===== config.mk =====
export PLATFORM = sky130hd
export DESIGN_NAME = mem_ctrl
export DESIGN_NICKNAME = d
export VERILOG_FILES = /design/src/rtl/mem_ctrl_pkg.sv /design/src/rtl/mem_ld_ext.sv /design/src/rtl/mem_ctrl.sv
export SDC_FILE = /design/constraint.sdc
export NUM_CORES = 1
export LEC_CHECK = 0
export ABC_CLOCK_PERIOD_IN_PS = 3900
export CORE_MARGIN = 2
export CORE_UTILIZATION = 47
export CTS_CLUSTER_SIZE = 10
export DETAILED_ROUTE_END_ITERATION = 16
export HOLD_SLACK_MARGIN = 0.12
export PLACE_DENSITY = 0.85
export RECOVER_POWER = 25
export SYNTH_ARGS = -nofsm -noshare
export SYNTH_HDL_FRONTEND = slang
export SYNTH_SLANG_ARGS = --single-unit

===== constraint.sdc =====
create_clock -name clk -period 3.9 [get_ports clk]
set_input_delay 0.78 -clock clk [delete_from_list [all_inputs] [get_ports clk]]
set_output_delay 0.78 -clock clk [all_outputs]
set_load 0.005 [all_outputs]

===== src/rtl/mem_ctrl_pkg.sv =====
`default_nettype none
// ============================================================================
//  Module     : mem_ctrl_pkg
//  Description: Shared definitions for the byte-serial memory controller:
//               load/store width codes (funct3), controller state encoding,
//               default IO region base and a transfer-size helper.
//  Revision   : 1.0  initial release
// ============================================================================
package mem_ctrl_pkg;

  // Lowest address of the memory-mapped IO region.
  localparam logic [31:0] c_io_base_default = 32'h0003_0000;

  // funct3 width/sign codes carried on lsb_precise.
  localparam logic [2:0] c_f3_b  = 3'b000;
  localparam logic [2:0] c_f3_h  = 3'b001;
  localparam logic [2:0] c_f3_w  = 3'b010;
  localparam logic [2:0] c_f3_bu = 3'b100;
  localparam logic [2:0] c_f3_hu = 3'b101;

  typedef enum logic [2:0] {
    ST_IDLE  = 3'd0,
    ST_LOAD  = 3'd1,
    ST_STORE = 3'd2,
    ST_FETCH = 3'd3,
    ST_DONE  = 3'd4
  } state_t;

  // Number of bytes moved for a funct3 code. The reserved width code 2'b11
  // is treated as a word so the 3-bit byte counter can never overflow.
  function automatic logic [2:0] size_of(input logic [2:0] f3);
    logic [2:0] n;
    case (f3[1:0])
      2'b00:   n = 3'd1;
      2'b01:   n = 3'd2;
      default: n = 3'd4;
    endcase
    return n;
  endfunction

endpackage
`default_nettype wire


===== src/rtl/mem_ld_ext.sv =====
`default_nettype none
// ============================================================================
//  Module     : mem_ld_ext
//  Description: Combinational load-data extender. Sign- or zero-extends the
//               low byte/halfword of the assembled raw word according to the
//               funct3 width code; words pass through unchanged.
//  Ports      : i_precise  funct3 width/sign code
//               i_raw      little-endian assembled bytes
//               o_ext      extended 32-bit load result
//  Revision   : 1.0  initial release
// ============================================================================
module mem_ld_ext
  import mem_ctrl_pkg::*;
(
  input  logic [2:0]  i_precise,
  input  logic [31:0] i_raw,
  output logic [31:0] o_ext
);

  always_comb begin
    o_ext = i_raw;
    case (i_precise)
      c_f3_b:  o_ext = {{24{i_raw[7]}},  i_raw[7:0]};
      c_f3_h:  o_ext = {{16{i_raw[15]}}, i_raw[15:0]};
      c_f3_bu: o_ext = {24'h00_0000,     i_raw[7:0]};
      c_f3_hu: o_ext = {16'h0000,        i_raw[15:0]};
      default: o_ext = i_raw;
    endcase
  end

endmodule
`default_nettype wire


===== src/rtl/mem_ctrl.sv =====
`default_nettype none
// ============================================================================
//  Module     : mem_ctrl
//  Description: Single-port byte-serial memory controller. Arbitrates the
//               load/store buffer (priority) and instruction fetch onto an
//               8-bit RAM bus, one transaction at a time, and returns
//               extended load data / instruction words with a done pulse.
//  Ports      : clk, rst            clock, synchronous active-high reset
//               rdy                 global enable (freeze when low)
//               rollback            speculative flush (loads/fetches only)
//               lsb_*               load/store request and completion
//               if_*                fetch request and completion
//               mem_din/dout/a/wr   8-bit RAM bus (read data 1 cycle late)
//               io_buffer_full      back-pressure for IO-region stores
//  Revision   : 1.0  initial release
// ============================================================================
module mem_ctrl
  import mem_ctrl_pkg::*;
#(
  parameter logic [31:0] IO_BASE = c_io_base_default
) (
  input  logic        clk,
  input  logic        rst,
  input  logic        rdy,
  input  logic        rollback,
  input  logic        lsb_req,
  input  logic        lsb_ls,
  input  logic [31:0] lsb_addr,
  input  logic [31:0] lsb_data,
  input  logic [2:0]  lsb_precise,
  output logic        lsb_done,
  output logic [31:0] lsb_rdata,
  input  logic        if_req,
  input  logic [31:0] if_addr,
  output logic        if_done,
  output logic [31:0] if_inst,
  input  logic [7:0]  mem_din,
  output logic [7:0]  mem_dout,
  output logic [31:0] mem_a,
  output logic        mem_wr,
  input  logic        io_buffer_full
);

  state_t      state_q,     state_d;
  logic [2:0]  cnt_q,       cnt_d;
  logic [2:0]  size_q,      size_d;
  logic [2:0]  precise_q,   precise_d;
  logic [31:0] addr_q,      addr_d;
  logic [31:0] data_q,      data_d;
  logic [31:0] raw_q,       raw_d;
  logic        lsb_done_q,  lsb_done_d;
  logic [31:0] lsb_rdata_q, lsb_rdata_d;
  logic        if_done_q,   if_done_d;
  logic [31:0] if_inst_q,   if_inst_d;
  logic        mem_wr_q,    mem_wr_d;
  logic [31:0] mem_a_q,     mem_a_d;
  logic [7:0]  mem_dout_q,  mem_dout_d;

  logic [1:0]  w_cap_idx;
  logic [31:0] w_raw_cap;
  logic [31:0] w_ld_ext;
  logic [31:0] w_st_addr;

  // Read data trails the address by one cycle, so while the counter reads i
  // the byte on mem_din belongs to address addr+i-1.
  always_comb begin
    w_cap_idx = cnt_q[1:0] - 2'd1;
    w_raw_cap = raw_q;
    w_raw_cap[{w_cap_idx, 3'b000} +: 8] = mem_din;
  end

  assign w_st_addr = addr_q + 32'(cnt_q);

  mem_ld_ext u_ld_ext (
    .i_precise (precise_q),
    .i_raw     (w_raw_cap),
    .o_ext     (w_ld_ext)
  );

  always_comb begin
    state_d     = state_q;
    cnt_d       = cnt_q;
    size_d      = size_q;
    precise_d   = precise_q;
    addr_d      = addr_q;
    data_d      = data_q;
    raw_d       = raw_q;
    lsb_done_d  = lsb_done_q;
    lsb_rdata_d = lsb_rdata_q;
    if_done_d   = if_done_q;
    if_inst_d   = if_inst_q;
    mem_a_d     = mem_a_q;
    mem_dout_d  = mem_dout_q;
    // A write strobe is only ever asserted for the one cycle it is issued.
    mem_wr_d    = 1'b0;

    if (rdy) begin
      lsb_done_d = 1'b0;
      if_done_d  = 1'b0;

      case (state_q)
        ST_IDLE: begin
          if (!rollback) begin
            if (lsb_req) begin
              addr_d    = lsb_addr;
              data_d    = lsb_data;
              precise_d = lsb_precise;
              size_d    = size_of(lsb_precise);
              raw_d     = '0;
              cnt_d     = 3'd0;
              mem_a_d   = lsb_addr;
              if (lsb_ls) begin
                state_d = ST_LOAD;
              end else begin
                state_d    = ST_STORE;
                mem_dout_d = lsb_data[7:0];
                // The first byte goes out straight from IDLE unless the IO
                // sink is full; otherwise STORE retries it from count 0.
                if (!(io_buffer_full && (lsb_addr >= IO_BASE))) begin
                  mem_wr_d = 1'b1;
                  cnt_d    = 3'd1;
                end
              end
            end else if (if_req) begin
              state_d   = ST_FETCH;
              addr_d    = if_addr;
              precise_d = c_f3_w;
              size_d    = 3'd4;
              raw_d     = '0;
              cnt_d     = 3'd0;
              mem_a_d   = if_addr;
            end
          end
        end

        ST_LOAD, ST_FETCH: begin
          if (rollback) begin
            state_d = ST_IDLE;
            cnt_d   = 3'd0;
          end else begin
            if (cnt_q != 3'd0) begin
              raw_d = w_raw_cap;
            end
            if (cnt_q == size_q) begin
              // Last byte is on mem_din now; finish with the assembled word.
              state_d = ST_DONE;
              cnt_d   = 3'd0;
              if (state_q == ST_LOAD) begin
                lsb_done_d  = 1'b1;
                lsb_rdata_d = w_ld_ext;
              end else begin
                if_done_d = 1'b1;
                if_inst_d = w_raw_cap;
              end
            end else begin
              cnt_d = cnt_q + 3'd1;
              if ((cnt_q + 3'd1) != size_q) begin
                mem_a_d = addr_q + 32'(cnt_q) + 32'd1;
              end
            end
          end
        end

        ST_STORE: begin
          // Committed stores ignore rollback.
          if (cnt_q == size_q) begin
            state_d    = ST_DONE;
            cnt_d      = 3'd0;
            lsb_done_d = 1'b1;
          end else begin
            mem_a_d    = w_st_addr;
            mem_dout_d = data_q[{cnt_q[1:0], 3'b000} +: 8];
            if (!(io_buffer_full && (w_st_addr >= IO_BASE))) begin
              mem_wr_d = 1'b1;
              cnt_d    = cnt_q + 3'd1;
            end
          end
        end

        ST_DONE: begin
          // Requester is still holding req this cycle; do not re-accept it.
          state_d = ST_IDLE;
        end

        default: begin
          state_d = ST_IDLE;
        end
      endcase
    end
  end

  always_ff @(posedge clk) begin
    if (rst) begin
      state_q     <= ST_IDLE;
      cnt_q       <= 3'd0;
      size_q      <= 3'd0;
      precise_q   <= 3'd0;
      addr_q      <= 32'd0;
      data_q      <= 32'd0;
      raw_q       <= 32'd0;
      lsb_done_q  <= 1'b0;
      lsb_rdata_q <= 32'd0;
      if_done_q   <= 1'b0;
      if_inst_q   <= 32'd0;
      mem_wr_q    <= 1'b0;
      mem_a_q     <= 32'd0;
      mem_dout_q  <= 8'd0;
    end else begin
      state_q     <= state_d;
      cnt_q       <= cnt_d;
      size_q      <= size_d;
      precise_q   <= precise_d;
      addr_q      <= addr_d;
      data_q      <= data_d;
      raw_q       <= raw_d;
      lsb_done_q  <= lsb_done_d;
      lsb_rdata_q <= lsb_rdata_d;
      if_done_q   <= if_done_d;
      if_inst_q   <= if_inst_d;
      mem_wr_q    <= mem_wr_d;
      mem_a_q     <= mem_a_d;
      mem_dout_q  <= mem_dout_d;
    end
  end

  assign lsb_done  = lsb_done_q;
  assign lsb_rdata = lsb_rdata_q;
  assign if_done   = if_done_q;
  assign if_inst   = if_inst_q;
  assign mem_wr    = mem_wr_q;
  assign mem_a     = mem_a_q;
  assign mem_dout  = mem_dout_q;

endmodule
`default_nettype wire

==> impl_metrics.sql <==
INSERT INTO impl_metrics (metric_group, metric, value, unit) VALUES
('pwr', 'intPower', '0.00388', 'W'),
('timing', 'fin_hold_ws', '0.457', 'ns'),
('placed_design', 'gp_routability_congestion', '0.932', ''),
('synth', 'synth_common_cells', 'sky130_fd_sc_hd__dfxtp_1, sky130_fd_sc_hd__nor2_1, sky130_fd_sc_hd__nand2_1, sky130_fd_sc_hd__clkbuf_1, sky130_fd_sc_hd__a21oi_1', ''),
('grt', 'initial_antenna_violation_count', '1', ''),
('timing', 'max_clock_freq', '273', 'MHz'),
('detailed_routing', 'num_vias', '11300', ''),
('cts', 'clock_insertion_delay_worst_skew', '0.54', 'ns'),
('outcome', 'status', 'finished, final reports clean', ''),
('worst_setup_path', 'critical-path-slowest-cell', 'sky130_fd_sc_hd__a2111oi_4', ''),
('synth', 'yosys.cell_count.top_type', 'sky130_fd_sc_hd__dfxtp_1', ''),
('worst_setup_path', 'crit_path_end_kind', 'flop', ''),
('synth', 'postSynthAreaPerCell', '7.90', 'um^2'),
('synth', 'syn_inst', '1412', ''),
('synth', 'synth_largest_type_area_fraction', '38.6', '%'),
('detailed_routing', 'route.antenna.remaining_nets', '0', ''),
('synth', 'seq_area_frac_synth', '38.6', '%'),
('synth', 'syn-cell-area', '11200', 'um^2'),
('floorplanning', 'die-area', '25000', 'um^2'),
('floorplanning', 'dieHeight', '158', 'um'),
('floorplanning', 'ios', '222', ''),
('grt', 'overall_global_routing_resource_usage', '27.3', '%'),
('synth', 'synth_top_cell_by_area', 'sky130_fd_sc_hd__dfxtp_1', ''),
('timing', 'fin_skew', '0.0113', 'ns'),
('cts', 'path_clk_slew', '0.06', 'ns'),
('layout', 'syn_to_final_growth', '28.4', '%'),
('synth', 'synthArstFlopShare', '0', '%'),
('timing', 'timing.slew.headroom', '26.0', '%'),
('floorplanning', 'fp-row-count', '56', ''),
('worst_setup_path', 'timing.critical_path.arrival', '4.15', 'ns'),
('min_path', 'worst_hold_startpoint', 'data_q[24]', ''),
('min_path', 'min_path_cells', '2', ''),
('cts', 'cts_max_path_buffers', '3', ''),
('cts', 'clockRootBuffer', 'sky130_fd_sc_hd__clkbuf_16', ''),
('timing', 'rsz0062_at_grt', 'no', ''),
('worst_setup_path', 'crit_buf_inv', '2', ''),
('pwr', 'peakVddDrop', '0.285', 'mV'),
('detailed_routing', 'post_drt_wl_per_cell', '18.3', 'um'),
('synth', 'synth.area.top_cells', 'sky130_fd_sc_hd__dfxtp_1, sky130_fd_sc_hd__nor2_1, sky130_fd_sc_hd__nand2_1', ''),
('worst_setup_path', 'timing_worst_setup_path_type', 'reg2reg', ''),
('worst_setup_path', 'path_max_fanout', '10', ''),
('timing', 'worstMarginPinSlew', '1.11', 'ns'),
('placed_design', 'portBuffers', '221', ''),
('pwr', 'power.share.clock', '37.9', '%'),
('cts', 'postCtsSetupRepairBufs', '0', ''),
('synth', 'distinct_cell_type_count_after_synthesis', '76', ''),
('synth', 'synth_top_flop_cell', 'sky130_fd_sc_hd__dfxtp_1', ''),
('synth', 'synth_enable_flop_cells', '0', ''),
('worst_setup_path', 'critPathLaunch', 'cnt_q[0]', ''),
('cts', 'cts.htree.levels', '1', ''),
('timing', 'timing.final.ws_setup', '0.239', 'ns'),
('worst_setup_path', 'timing.critical_path.from_type', 'flop', ''),
('detailed_routing', 'drt-initial-drc-count', '1000', ''),
('min_path', 'min-delay-path-class', 'reg2reg', ''),
('worst_setup_path', 'regToRegStartpoint', 'cnt_q[0]', ''),
('pwr', 'cellPowerDensity', '377', 'nW/um^2'),
('detailed_routing', 'route.detailed.drc', '0', ''),
('pwr', 'p_sw', '0.00152', 'W'),
('layout', 'nets', '1713', ''),
('worst_setup_path', 'cp_data_required_time', '4.39', 'ns'),
('synth', 'yosys_register_bits', '215', ''),
('detailed_routing', 'drt_first_pass_iters', '5', ''),
('timing', 'timing_max_transition_violations_final', '0', ''),
('timing', 'period_share', '93.9', '%'),
('timing', 'setup_viol', '0', ''),
('worst_setup_path', 'critical-path-top-delay-family', 'simple AND/OR/NAND/NOR gates', ''),
('floorplanning', 'dieWidth', '158', 'um'),
('layout', 'drive_above_1_share', '6.67', '%'),
('detailed_routing', 'totalWireLength', '35000', 'um'),
('worst_setup_path', 'cp_cell_sequence', 'ha_1, inv_1, fa_1, nand2b_2, a2111oi_4, xnor2_1, or4_4, nor4_4, buf_4, nand3_2, o41ai_2, a211o_1', ''),
('pwr', 'seqPwrFrac', '44.6', '%');
[power by group through the flow]
stage                     registers [W]  logic [W]  clock network (W)
after detailed placement        0.00245   0.000946                  0
after global placement          0.00245   0.000929                  0
after global routing            0.00242    0.00103            0.00215
after floorplan                 0.00241   0.000545                  0
after CTS                       0.00240   0.000953            0.00206
final                           0.00241   0.000948            0.00205
[layer usage]
metal  GRT usage, %  part of all wire (%)
met5              0                     0
met2           46.0                    47
met3           4.82                   7.6
met1           34.5                    41
met4           11.0                   3.7
[tightest hold or removal path: cells and delay by family, from the launching register on]
| family | cells | cell delay [ns] |
|---|---|---|
| flops | 1 | 0.31 |
| simple gates | 1 | 0.05 |
| compound gates | 1 | 0.05 |
[per-stage QoR]
| step | total power (W) | utilization, % | area, um^2 | std cells |
|---|---|---|---|---|
| after floorplan | 0.00295 | - | 11200 | 1412 |
| after global placement | 0.00338 | 58.4 | 13700 | 1879 |
| after detailed placement | 0.00339 | 58.4 | 13700 | 1879 |
| after CTS | 0.00542 | 61.2 | 14300 | 1909 |
| after global routing | 0.00560 | 61.2 | 14300 | 1909 |
| final | 0.00540 | 61.2 | 14300 | 1910 |
[path summary, 6_finish.rpt]
kind                     end
setup / recovery   mem_a[30]
hold / removal    data_q[24]
hold reg to reg   data_q[24]
setup reg to reg   mem_a[30]
[final cells by class]
cell class | instances | area (um^2)
Clock buffer | 29 | 651
Fill cell | 2061 | 9070
Clock inverter | 1 | 20.0
Inverter | 35 | 131
Timing Repair Buffer | 256 | 2480
Multi-Input combinational cell | 1054 | 6340
Sequential cell | 215 | 4300
Antenna cell | 1 | 2.50
Tap cell | 319 | 399
[cells in the final DEF, fill, tap and decap left out, types with 24 or more instances in the layout]
| cell | instances |
|---|---|
| sky130_fd_sc_hd__dfxtp_1 | 215 |
| sky130_fd_sc_hd__nor2_1 | 213 |
| sky130_fd_sc_hd__nand2_1 | 168 |
| sky130_fd_sc_hd__clkdlybuf4s50_1 | 145 |
| sky130_fd_sc_hd__a21oi_1 | 85 |
| sky130_fd_sc_hd__a211oi_1 | 82 |
| sky130_fd_sc_hd__dlygate4sd3_1 | 74 |
| sky130_fd_sc_hd__o21ai_0 | 63 |
| sky130_fd_sc_hd__nor3_1 | 55 |
| sky130_fd_sc_hd__mux2i_1 | 36 |
| sky130_fd_sc_hd__inv_1 | 35 |
| sky130_fd_sc_hd__buf_4 | 32 |
| sky130_fd_sc_hd__xnor2_1 | 31 |
| sky130_fd_sc_hd__a22oi_1 | 28 |
| sky130_fd_sc_hd__clkbuf_16 | 25 |
| sky130_fd_sc_hd__nor4_1 | 24 |
[cell families after synthesis]
kind of cell | after synthesis | synth area share, %
and+or+nand+nor | 582 | 24.0
buffers and inverters | 143 | 4.94
DFF | 215 | 38.6
AOI/OAI and AO/OA | 368 | 22.4
xor gates and xnor gates | 45 | 3.53
muxes | 48 | 5.25
adders and majority gates | 11 | 1.30
[flip-flops by register name, indices dropped and copies added (netlist names)]
| name | flops |
|---|---|
| mem_a | 32 |
| precise_q | 3 |
| size_q | 3 |
| addr_q | 32 |
| mem_wr | 1 |
| cnt_q | 3 |
| lsb_done | 1 |
| if_inst | 32 |
| data_q | 32 |
| lsb_rdata | 32 |
| if_done | 1 |
| mem_dout | 8 |
| raw_q | 32 |
| state_q | 3 |
[what timing repair did]
action                                  CTS  global route
hold buffers                              0             0
endpoints found under the setup margin    0             2
resized for setup                         0             1
(Power assumes the default switching activity.)
